### config.mk
export PLATFORM = sky130hd
export DESIGN_NAME = occ_rx_link_monitor
export DESIGN_NICKNAME = d
export VERILOG_FILES = /design/src/rtl/occ_rx_link_monitor.sv
export SDC_FILE = /design/constraint.sdc
export NUM_CORES = 1
export LEC_CHECK = 0
export ABC_AREA = 1
export BUFFER_PORTS_ARGS = -buffer_cell sky130_fd_sc_hd__buf_2
export CAP_MARGIN = 10
export CORE_ASPECT_RATIO = 0.8
export CORE_MARGIN = 1.5
export CORE_UTILIZATION = 57
export DETAILED_ROUTE_END_ITERATION = 12
export GPL_TIMING_DRIVEN = 0
export MAX_ROUTING_LAYER = met4
export PLACE_DENSITY = 0.89
export REMOVE_ABC_BUFFERS = 1
export SYNTH_ARGS = -nofsm -noshare
export SYNTH_HDL_FRONTEND = slang
export SYNTH_SLANG_ARGS = --single-unit
### constraint.sdc
create_clock -name clk_i -period 2.9 [get_ports clk_i]
set_input_delay 0.435 -clock clk_i [delete_from_list [all_inputs] [get_ports clk_i]]
set_output_delay 0.435 -clock clk_i [all_outputs]
set_load 0.005 [all_outputs]
### src/rtl/occ_rx_link_monitor.sv
// ----------------------------------------------------------------------------
// occ_rx_link_monitor
//
// Receive-side link supervisor for one OCC PHY lane, clocked by the PHY
// rx_clk. It requests comma realignment from the PHY, qualifies the incoming
// word stream against the far-end IDLE pattern, declares link-up, strips
// IDLE words and forwards payload words while the link is up. Error words
// and issued resyncs are counted for diagnostics.
//
// Ports:
//   clk_i         PHY rx_clk, all logic on the rising edge
//   rst_n_i       asynchronous reset, active-low
//   rx_rdy_i      PHY RX ready
//   rx_data_i     received data word (16 bits)
//   rx_k_i        received K flags (2 bits)
//   rx_enc_err_i  8b10b disparity / not-in-table error
//   rx_buf_err_i  elastic buffer over/underflow
//   rx_synced_i   PHY comma alignment done
//   rx_resync_o   realignment request to the PHY (high throughout RESYNC)
//   link_up_o     link qualified (high throughout LOCKED)
//   data_o        forwarded payload word, one cycle after capture
//   k_o           forwarded K flags
//   valid_o       qualifier for data_o / k_o
//   err_cnt_o     total error words, saturating at 16'hFFFF
//   resync_cnt_o  resyncs issued, saturating at 255
// ----------------------------------------------------------------------------
module occ_rx_link_monitor #(
    parameter logic [15:0] g_IDLE          = 16'h95bc,
    parameter logic [1:0]  g_IDLE_K        = 2'b01,
    parameter int unsigned g_ACQ_COUNT     = 8,
    parameter int unsigned g_ERR_THRESHOLD = 4,
    parameter int unsigned g_ERR_WINDOW    = 64,
    parameter int unsigned g_RESYNC_LEN    = 4,
    parameter int unsigned g_ALIGN_TIMEOUT = 1024
) (
    input  logic        clk_i,
    input  logic        rst_n_i,
    input  logic        rx_rdy_i,
    input  logic [15:0] rx_data_i,
    input  logic [1:0]  rx_k_i,
    input  logic        rx_enc_err_i,
    input  logic        rx_buf_err_i,
    input  logic        rx_synced_i,
    output logic        rx_resync_o,
    output logic        link_up_o,
    output logic [15:0] data_o,
    output logic [1:0]  k_o,
    output logic        valid_o,
    output logic [15:0] err_cnt_o,
    output logic [7:0]  resync_cnt_o
);

    typedef enum logic [2:0] {
        ST_WAIT_RDY,
        ST_RESYNC,
        ST_WAIT_ALIGN,
        ST_ACQUIRE,
        ST_LOCKED
    } state_e;

    localparam logic [15:0] RESYNC_LAST = 16'(g_RESYNC_LEN - 1);
    localparam logic [15:0] ALIGN_LAST  = 16'(g_ALIGN_TIMEOUT - 1);
    localparam logic [15:0] WIN_LAST    = 16'(g_ERR_WINDOW - 1);
    localparam logic [7:0]  ACQ_LAST    = 8'(g_ACQ_COUNT - 1);
    localparam logic [7:0]  ERR_THR     = 8'(g_ERR_THRESHOLD);

    state_e      state_q, state_d;
    logic [15:0] timer_q, timer_d;        // shared by RESYNC length and align timeout
    logic [7:0]  acq_q, acq_d;
    logic [15:0] win_cnt_q, win_cnt_d;
    logic [7:0]  win_err_q, win_err_d;
    logic [15:0] err_cnt_q, err_cnt_d;
    logic [7:0]  resync_cnt_q, resync_cnt_d;
    logic [15:0] data_q, data_d;
    logic [1:0]  k_q, k_d;
    logic        valid_q, valid_d;

    // ------------------------------------------------------------------
    // Word classification
    // ------------------------------------------------------------------
    logic idle_pat;
    logic word_err;
    logic word_idle;
    logic [7:0] win_err_inc;
    logic threshold_hit;
    logic acq_done;

    assign idle_pat  = (rx_data_i == g_IDLE) && (rx_k_i == g_IDLE_K);
    // Any K-flagged word other than the exact IDLE is treated as corrupt.
    assign word_err  = rx_enc_err_i | rx_buf_err_i | ((rx_k_i != 2'b00) && !idle_pat);
    assign word_idle = !word_err && idle_pat;

    // On the wrap cycle the old window is discarded, so an error there
    // starts the new window at 1.
    assign win_err_inc   = (win_cnt_q == WIN_LAST) ? {7'd0, word_err}
                                                   : win_err_q + {7'd0, word_err};
    assign threshold_hit = (win_err_inc >= ERR_THR);
    assign acq_done      = word_idle && (acq_q == ACQ_LAST);

    // ------------------------------------------------------------------
    // FSM: state register
    // ------------------------------------------------------------------
    // NOTE: sequential state uses non-blocking assignments so every flop
    // samples pre-edge values regardless of statement order.
    always_ff @(posedge clk_i or negedge rst_n_i) begin
        if (!rst_n_i) begin
            state_q <= ST_WAIT_RDY;
        end else begin
            state_q <= state_d;
        end
    end

    // ------------------------------------------------------------------
    // FSM: next-state logic (rx_rdy loss > sync loss > threshold > acquire)
    // ------------------------------------------------------------------
    // NOTE: every always_comb output gets a default first; a path that
    // leaves it unassigned would infer a latch.
    always_comb begin
        state_d = state_q;
        if (!rx_rdy_i) begin
            state_d = ST_WAIT_RDY;
        end else begin
            case (state_q)
                ST_WAIT_RDY:   state_d = ST_RESYNC;
                ST_RESYNC:     if (timer_q == RESYNC_LAST) state_d = ST_WAIT_ALIGN;
                ST_WAIT_ALIGN: begin
                    if (rx_synced_i)                state_d = ST_ACQUIRE;
                    else if (timer_q == ALIGN_LAST) state_d = ST_RESYNC;
                end
                ST_ACQUIRE: begin
                    if (!rx_synced_i)  state_d = ST_RESYNC;
                    else if (acq_done) state_d = ST_LOCKED;
                end
                ST_LOCKED: begin
                    if (!rx_synced_i || threshold_hit) state_d = ST_RESYNC;
                end
                default:       state_d = ST_WAIT_RDY;
            endcase
        end
    end

    // ------------------------------------------------------------------
    // FSM: outputs (Moore, decoded from the registered state)
    // ------------------------------------------------------------------
    always_comb begin
        rx_resync_o = (state_q == ST_RESYNC);
        link_up_o   = (state_q == ST_LOCKED);
    end

    // ------------------------------------------------------------------
    // Datapath next values
    // ------------------------------------------------------------------
    logic stay;
    assign stay = (state_d == state_q);

    always_comb begin
        timer_d      = 16'd0;
        acq_d        = 8'd0;
        win_cnt_d    = 16'd0;
        win_err_d    = 8'd0;
        err_cnt_d    = err_cnt_q;
        resync_cnt_d = resync_cnt_q;

        // Timer restarts from 0 on every state change.
        if (stay && (state_q == ST_RESYNC || state_q == ST_WAIT_ALIGN)) begin
            timer_d = timer_q + 16'd1;
        end

        // Any non-idle word (error or plain data) restarts acquisition.
        if (stay && state_q == ST_ACQUIRE && word_idle) begin
            acq_d = acq_q + 8'd1;
        end

        if (stay && state_q == ST_LOCKED) begin
            win_cnt_d = (win_cnt_q == WIN_LAST) ? 16'd0 : win_cnt_q + 16'd1;
            win_err_d = win_err_inc;
        end

        if (rx_rdy_i && state_q != ST_WAIT_RDY && word_err && err_cnt_q != 16'hFFFF) begin
            err_cnt_d = err_cnt_q + 16'd1;
        end

        if (state_d == ST_RESYNC && state_q != ST_RESYNC && resync_cnt_q != 8'hFF) begin
            resync_cnt_d = resync_cnt_q + 8'd1;
        end
    end

    // Forwarding: the word on which LOCKED is left is dropped.
    always_comb begin
        data_d  = rx_data_i;
        k_d     = rx_k_i;
        valid_d = (state_q == ST_LOCKED) && (state_d == ST_LOCKED) && !word_err && !word_idle;
    end

    always_ff @(posedge clk_i or negedge rst_n_i) begin
        if (!rst_n_i) begin
            timer_q      <= 16'd0;
            acq_q        <= 8'd0;
            win_cnt_q    <= 16'd0;
            win_err_q    <= 8'd0;
            err_cnt_q    <= 16'd0;
            resync_cnt_q <= 8'd0;
            data_q       <= 16'd0;
            k_q          <= 2'b00;
            valid_q      <= 1'b0;
        end else begin
            timer_q      <= timer_d;
            acq_q        <= acq_d;
            win_cnt_q    <= win_cnt_d;
            win_err_q    <= win_err_d;
            err_cnt_q    <= err_cnt_d;
            resync_cnt_q <= resync_cnt_d;
            data_q       <= data_d;
            k_q          <= k_d;
            valid_q      <= valid_d;
        end
    end

    assign data_o       = data_q;
    assign k_o          = k_q;
    assign valid_o      = valid_q;
    assign err_cnt_o    = err_cnt_q;
    assign resync_cnt_o = resync_cnt_q;

endmodule

After elaboration in Yosys (flattened, before gate mapping). Cells that the tools add are included. W data, S select, Z words.

Reduce and logical (&&, ||, !) cells: 25. Mux-type cells: 14. Eq/ne operators: 16. Bitwise logic cells: 2. Add/sub/neg operators: 6. Magnitude comparators: 1.

Operator list (number): $add A16 B1 Y16 const B (3); $mux W16 (3); $mux W8 (3); $mux W3 (7); $add A8 B1 Y8 const B (2); $eq A16 B10 Y1 const B (1); $eq A16 B16 Y1 const B (1); $eq A16 B2 Y1 const B (1); $eq A16 B6 Y1 const B (1); $logic_and A1 B1 Y1 (16); $ne A16 B16 Y1 const B (1); $pmux W3 S5 (1); $add A8 B1 Y8 (1); $eq A8 B3 Y1 const B (1); $ge A8 B3 Y1 const B (1); $ne A8 B8 Y1 const B (1); $eq A3 B1 Y1 const B (2); $eq A3 B2 Y1 const B (2); $eq A3 B3 Y1 const B (2); $logic_not A1 Y1 (4); $eq A3 B3 Y1 (1); $logic_not A3 Y1 (1); $ne A3 B1 Y1 const B (1); $reduce_bool A3 Y1 (1); other kinds (4) (6).

Register bits after elaboration: 94. Input port bits: 24. Word-level logic and storage cells: 74. Output and inout port bits: 45.

Logic depth before layout (Yosys ltp). Gate-level depths: netlist of run 1.

Word-level depth: 16. Depth in mapped cells: 28. Gate-level depth less buffers: 27.

Worst setup path after synthesis of run 1. Ideal clock, no wire load.

Kind: input -> register. From: input rx_data_i[7]. To: register win_cnt_q[12]. Setup time: 0.125 ns. Arrival: 2.700 ns. Path buffers: 1. Data required time: 2.775 ns. Stages on the path: 26. Path slack: 0.075 ns. Cells stage by stage: inv_1 > nor3_1 > nand2_1 > nor2_1 > nand2_1 > nand2_1 > inv_1 > ha_1 > ha_1 > nand2_1 > nor2_1 > nand3_1 > nand2_1 > nand2_2 > nand3_2 > nor2_2 > nand2_1 > nand2_1 > nand2_1 > nand2_1 > nand2_1 > nand2_1 > nor2_4 > nand2_4 > buf_8 > nor2_4.

Longest elaborated chain between the ends: 15. Elaborated cells between the ends (all ways): 20. Those cells by class: add/sub (1); order compare (1); eq/ne (2); mux (7); bitwise (1); reduce/logical (8).

RTL lines: start, declared (line 39) `input logic [15:0] rx_data_i,`; $eq A16 B16 Y1 (*) (line 88) `assign idle_pat = (rx_data_i == g_IDLE) && (rx_k_i == g_IDLE_K);`; $logic_and A1 B1 Y1 (*) (line 88); $logic_not A1 Y1 (line 90) `assign word_err = rx_enc_err_i | rx_buf_err_i | ((rx_k_i != 2'b00) && !idle_pat);`; $logic_and A1 B1 Y1 (line 90); $or A1 B1 Y1 (line 90); $add A8 B1 Y8 or $logic_not A1 Y1 (tied branches) (line 96, 91); $mux W8 or $logic_and A1 B1 Y1 (tied branches) (line 95, 91); $ge A8 B3 Y1 or $logic_and A1 B1 Y1 (tied branches) (line 97, 98); $logic_or A1 B1 Y1 or $mux W3 (tied branches) (line 135, 132); $mux W3, on equally long branches (line 135, 131); $pmux W3 S5 (*) (line 123) `case (state_q)`; $mux W3 (*) (line 120) `if (!rx_rdy_i) begin`; $eq A3 B3 Y1 (*) (line 154) `assign stay = (state_d == state_q);`; $logic_and A1 B1 Y1 (*) (line 174) `if (stay && state_q == ST_LOCKED) begin`; $mux W16 (*) (line 174); via win_cnt_d[12] (line 70) `logic [15:0] win_cnt_q, win_cnt_d;`; end signal, assigned (line 209) `win_cnt_q <= win_cnt_d;`; end, declared (line 70).

Mark *: on every way through the listed nets, which the timed path passes. The rest lies on a longest branch. A chain may end at the register's enable or synchronous reset.

Worst setup path after layout of run 1.
From: input rx_data_i[7]. To: register win_cnt_q[8].

The elaborated chain is that of the path after synthesis.

==> results of run 1 <==
[registers in the layout, summed over array words and instances, names as in the netlist]
name / count
acq_q: 8
valid_o: 1
timer_q: 16
data_o: 16
state_q: 3
win_err_q: 8
resync_cnt_o: 8
k_o: 2
win_cnt_q: 16
err_cnt_o: 16
[routing by layer]
layer / wire (microns) / vias to the layer above
met3: 543 / 31
met2: 5220 / 122
li1: - / 1788
met5: 0 / -
met4: 266 / 0
met1: 4250 / 1790
[synth_stat cells, types with 3 or more instances]
library cell,number
a21oi_1,3
dfrtp_1,94
ha_1,7
inv_1,62
nand2_1,104
nand2_2,4
nand3_1,38
nand3_2,3
nand3b_1,7
nand4_1,9
nor2_1,70
nor2_2,13
nor2_4,11
nor3_1,14
nor3b_1,3
nor4_1,3
o21ai_0,6
xnor2_1,14
xor2_1,33
[metrics by stage]
stage / cells / TNS, ps / area (sq um)
finish: 717 / 0 / 5570
global route: 717 / -1230 / 5570
CTS: 713 / -45.4 / 5390
detailed placement: 691 / -33580 / 5070
global placement: 690 / -24690 / 5040
floorplan: 514 / 0 / 4570
[kinds of logic (layout without fill, tap and decap cells)]
kind of cell | after synthesis | count (layout) | synth area share
muxes | 1 | 1 | 0.00245
AOI/OAI and AO/OA | 13 | 13 | 0.0158
buffers and inverters | 65 | 154 | 0.0589
other | 1 | 6 | 0.000818
xor gates and xnor gates | 47 | 47 | 0.0897
DFF | 94 | 94 | 0.513
adders and majority gates | 7 | 7 | 0.0191
and+or+nand+nor | 284 | 287 | 0.300
[area by class of cell]
cell class | count | area [sq um]
Clock buffer | 11 | 151
Clock inverter | 3 | 21.3
Fill cell | 508 | 2310
Inverter | 62 | 233
Multi-Input combinational cell | 361 | 2210
Sequential cell | 94 | 2350
Tap cell | 108 | 135
Timing Repair Buffer | 78 | 460
[report_power, final]
part	switching [mW]	internal (mW)	leakage, nW	total (mW)
logic	0.208	0.171	1.29	0.379
clock network	0.442	0.349	0.0873	0.791
registers	0.0876	1.39	1.23	1.48
total	0.737	1.91	2.61	2.65
[placed cells by master, fill, tap and decap left out, drive strengths merged, types with 9 or more instances in the layout]
master,count
nand2,112
dfrtp,94
nor2,94
buf,78
inv,62
nand3,41
xor2,33
nor3,17
xnor2,14
clkbuf,11
nand4,9
[repair_timing]
action	4_1_cts	5_1_grt
hold endpoints to repair	0	0
gates cloned	2	1
pin swaps	6	19
setup endpoints to repair	50	50
setup buffers	6	3
resized for setup	13	39
[worst register-to-register path, cell delays in order, from the launching register on]
cell and delay [ps]:
dfrtp_1 440, nor2_1 160, inv_1 110, nor2_2 670, nand3_1 200, nand2_2 150, nand2_4 60, nand2_2 80
nand3_2 90, nor2_4 140, buf_12 170, nand2_8 110, nor2_4 130
[worst paths after layout]
path | endpoint | depth (start not counted)
min in group clk_i | data_o[11] | 1
hold reg to reg | acq_q[0] | 1
hold / removal | resync_cnt_o[2] | 1
max in group asynchronous | win_err_q[2] | 2
setup reg to reg | win_cnt_q[8] | 12
setup / recovery | win_cnt_q[8] | 28
==> metrics.md, run 1 <==
| Metric | Value |
|---|---|
| Status | `completed` |
| Largest cells by area after synthesis | `dfrtp_1 (51%), nand2_1 (8.5%), xor2_1 (6.3%), nor2_1 (5.7%), inv_1 (5.1%)` |
| Global Route met2 Usage | `0.398` |
| H-tree depth | `3` |
| Maxcap violations | `0` |
| Ports | `69` |
| Hold/Removal Path Class | `primary input to async pin` |
| Fraction of layout instances using a drive strength above 1 | `0.273` |
| VDD IR max | `between 300 and 400 uV` |
| Synth Instances | `512` |
| Area Overhead vs Synth | `21.4%` |
| Yosys reg bits | `94` |
| Sequential-to-total area share from yosys stat | `0.513` |
| TritonCTS clock tree | `built` |
| Layout Skew | `13.7 ps` |
| Worst reg2reg setup slack | `around 340 ps` |
| Initial antenna violation count | `0` |
| Synth warnings | `0` |
| Placeable Area | `a little under 0.008 sq mm` |
| Met3 usage | `0.0690` |
| Bufs on Longest Clock Path | `2` |
| Tmin final | `2800 ps` |
| Netlist cell types | `30` |
| Crit path max fanout | `5` |
| LEAKAGE | `roughly 2.6 nW` |
| CP dominant cell by count | `nand2_2` |
| Critical Path Start | `rx_data_i[7]` |
| WL/cell | `around 14 microns` |
| Total CTS buffers | `9` |
| # nets final | `637` |
| DRC | `0` |
| PortBufs | `68` |
| Data arrival time of the worst path | `between 3000 and 4000 ps` |
| CTS root buffer | `clkbuf_8` |
| Initial core utilization | `0.583` |
| Number of synthesized flops with an enable pin | `0` |
| Total power | `2.65 mW` |
| Clock slew at reported path FFs | `approximately 90 ps` |
| Fraction of registers with async set/reset | `1.00` |
| Top Family by Delay on Critical Path | `simple AND/OR/NAND/NOR gates` |
| Worst Setup Path Type | `primary input to flop` |
| Slew @ Worst Pin | `between 800 and 900 ps` |
| Setup WS post-layout | `102 ps` |
| Gpl congestion | `approximately 0.86` |
| Crit path buf inv count | `4` |
| CTS Hold Buffers Added | `0` |
| Via count | `about 3700` |
| CP max stage cell | `nor3_2` |
| Mapped Area | `~0.0046 sq mm` |
| Clock sinks | `94` |
| Die Width | `between 100 and 150 microns` |
| Die Area | `roughly 0.0086 sq mm` |
| WL final | `10300 microns` |
| Hold slack | `slightly below 30 ps` |
| Synth top area share | `0.513` |
| Number of nets with antenna violations after routing | `0` |
| Die Y | `between 80 and 90 microns` |
| Critical path required time | `between 3000 and 4000 ps` |
| Pre-CTS setup slack | `-720 ps` |
| Ant. Diodes | `0` |
| Syn Area/Cell | `approximately 9.0 sq um` |
| Max incr delay on CP | `about 180 ps` |
| Cell accounting for the most synthesized area | `dfrtp_1` |
| Vias in the first global route | `roughly 3600` |
| Ys flop type | `dfrtp_1` |
| Post-DR vias/cell | `5.20` |
| Final-report hold violation count | `0` |
| GRT overflow | `0` |
| GRT Util Overall | `0.256` |
| Power per Cell Area | `476 mW/mm^2` |
| Site row count | `29` |
| CP Launch Type | `primary input` |
| DP HPWL | `~6500 microns` |
| Final setup fails | `0` |
| 1st-iter DRT viols | `around 180` |
| Tcrit/Tclk final | `0.965` |
| Peak Freq | `around 0.36 GHz` |
| Grt peak-use layer | `met2` |
| Clk_lat worst skew | `~370 ps` |
| Pins Over Slew Limit | `0` |
| Layout Utilization | `0.707` |
| Worst relative slew slack | `0.428` |
| Initial DRT Pass Iterations | `4` |
| Largest net degree at the start of global routing | `between 50 and 60` |
| GR Util met1 | `0.322` |
| First-pass GRT wire length | `16500 microns` |
| Reg-to-reg startpoint | `state_q[1]` |
| CP Capture Type | `flop` |
Power figures use the tool's default switching activity.
==> inputs of run 2 (changes only) <==
--- a/config.mk
+++ b/config.mk
@@ -14,7 +14,7 @@
 export DETAILED_ROUTE_END_ITERATION = 12
 export GPL_TIMING_DRIVEN = 0
 export MAX_ROUTING_LAYER = met4
-export PLACE_DENSITY = 0.89
+export PLACE_DENSITY = 0.8
 export REMOVE_ABC_BUFFERS = 1
 export SYNTH_ARGS = -nofsm -noshare
 export SYNTH_HDL_FRONTEND = slang
==> metrics.md, run 2 (synthesized netlist as in run 1, its figures left out) <==
| Metric | Value |
|---|---|
| Layout Skew | `12.2 ps (-1.51 ps)` |
| WL final | `9400 microns (-8.5%)` |
| Fraction of layout instances using a drive strength above 1 | `0.264 (-0.00908)` |
| Power per Cell Area | `493 mW/mm^2 (+3.6%)` |
| Data arrival time of the worst path | `3090 ps (-20 ps)` |
| CP Capture Type | `flop` |
| Maxcap violations | `0 (unchanged)` |
| Initial core utilization | `0.583 (unchanged)` |
| Tmin final | `2800 ps (-2.74 ps)` |
| Slew @ Worst Pin | `806 ps (-50.8 ps)` |
| Die Y | `83.2 microns (unchanged)` |
| Cell depth of the worst flop-to-flop path | `16 (+4)` |
| Clock slew at reported path FFs | `90 ps (about the same)` |
| Layout Utilization | `0.707 (about the same)` |
| CP dominant cell by count | `nand2_1` |
| WL/cell | `13.1 microns (-8.8%)` |
| Final Cell Area | `0.00556 sq mm (about the same)` |
| Gpl congestion | `0.857 (-0.35%)` |
| Bufs on Longest Clock Path | `2 (unchanged)` |
| Die Area | `0.00860 sq mm (unchanged)` |
| GRT overflow | `0 (unchanged)` |
| Critical Path Start | `rx_data_i[11]` |
| LEAKAGE | `2.61 nW (+0.29%)` |
| PortBufs | `68 (unchanged)` |
| Final setup fails | `0 (unchanged)` |
| Hold/Removal Path Class | `primary input to flop` |
| First-pass GRT wire length | `15500 microns (-6.1%)` |
| DP HPWL | `6190 microns (-5.3%)` |
| Placed Cells incl. Taps | `691 (unchanged)` |
| H-tree depth | `3 (unchanged)` |
| Placeable Area | `0.00787 sq mm (unchanged)` |
| Ports | `69 (unchanged)` |
| Clk_lat worst skew | `370 ps (about the same)` |
| Worst relative slew slack | `0.462 (+0.0339)` |
| Vias in the first global route | `3396 (-5.9%)` |
| Number of nets with antenna violations after routing | `0 (unchanged)` |
| Via count | `3571 (-4.3%)` |
| 1st-iter DRT viols | `221 (+21%)` |
| Die Width | `103 microns (unchanged)` |
| Worst reg2reg setup slack | `380 ps (+40 ps)` |
| TritonCTS clock tree | `built` |
| Fill cells | `590 (+16%)` |
| Crit path max fanout | `5 (unchanged)` |
| Area Overhead vs Synth | `21.3% (about the same)` |
| Total CTS buffers | `9 (unchanged)` |
| Reg-to-reg startpoint | `win_cnt_q[0]` |
| Hold slack | `187 ps (+158 ps)` |
| CTS root buffer | `clkbuf_8` |
| DRC | `0 (unchanged)` |
| Max incr delay on CP | `160 ps (-20 ps)` |
| Worst Setup EP | `win_cnt_q[11]` |
| Initial DRT Pass Iterations | `5 (+1)` |
| Site row count | `29 (unchanged)` |
| Status | `completed` |
| Tcrit/Tclk final | `0.964 (about the same)` |
| Clock sinks | `94 (unchanged)` |
| VDD IR max | `393 uV (+27%)` |
| Initial antenna violation count | `0 (unchanged)` |
| Largest net degree at the start of global routing | `74 (+28%)` |
| CP Launch Type | `primary input` |
| GRT Util Overall | `0.237 (-0.0188)` |
| Post-DP Area | `0.00507 sq mm (unchanged)` |
| Post-DR vias/cell | `4.97 (-4.6%)` |
| Peak Freq | `0.358 GHz (about the same)` |
| Final-report hold violation count | `0 (unchanged)` |
| Post-Layout Cell Count | `719 (+0.28%)` |
| Critical path required time | `3200 ps (about the same)` |
| Most frequent cells in the layout | `nand2_1 (94), dfrtp_1 (94), buf_2 (67), inv_1 (61), nor2_1 (55)` |
| Ant. Diodes | `0 (unchanged)` |
| # nets final | `637 (unchanged)` |
| Worst Setup Path Type | `primary input to flop` |
| Pins Over Slew Limit | `0 (unchanged)` |
| CP max stage cell | `ha_4` |
| Critical R2R Capture | `win_cnt_q[11]` |
run 2: worst min path at each step:
stage                   end  slack, ps     startpoint  cells past startpoint
2_1_floorplan      acq_q[0]        140        rst_n_i                      0
3_3_place_gp       acq_q[0]        450       acq_q[0]                      1
3_5_place_dp   win_err_q[5]        350        rst_n_i                      1
4_1_cts          data_o[15]        170  rx_data_i[15]                      1
5_1_grt           data_o[8]        170   rx_data_i[8]                      1
6_report         data_o[15]        190  rx_data_i[15]                      1
run 2: layout make-up:
class	count	area, sq um	share of cell area
Clock inverter	7	81.3	0.0146
Multi-Input combinational cell	361	2190	0.393
Clock buffer	9	124	0.0223
Inverter	62	233	0.0418
Sequential cell	94	2350	0.423
Tap cell	108	135	0.0243
Timing Repair Buffer	78	453	0.0814
run 2: power by group:
group / total (mW) / internal [mW] / switching (mW)
registers: 1.48 / 1.39 / 0.0861
logic: 0.365 / 0.168 / 0.197
clock network: 0.901 / 0.411 / 0.491
total: 2.74 / 1.97 / 0.774
run 2: timing repair:
item / in CTS / in global routing
gates cloned: 1 / 2
hold buffers: 1 / 0
setup endpoints to repair: 50 / 50
setup buffers: 5 / 3
resized for setup: 11 / 33
endpoints found under the hold margin: 21 / 0
pin swaps: 3 / 8
run 2: per-layer routing:
metal	global-route usage	up-vias	routed length, microns
met5	-	-	0
met4	0.0786	0	99
met3	0.0547	10	351
met2	0.356	74	4640
met1	0.320	1693	4310
li1	-	1794	-
run 2: critical path: cells and delay by family:
kind	cells	cell delay (ps)
simple gates	21	1800
fa+ha+maj	2	320
buf+inv	6	510
run 2: metrics by stage:
step           worst slack, ps  setup TNS (ps)  power [mW]
6_report                   105               0        2.74
5_1_grt                  -60.8           -1300        2.89
4_1_cts                   7.57               0        2.76
3_5_place_dp              -701          -32130        1.83
3_3_place_gp              -580          -26440        1.81
2_1_floorplan             64.7               0        1.66
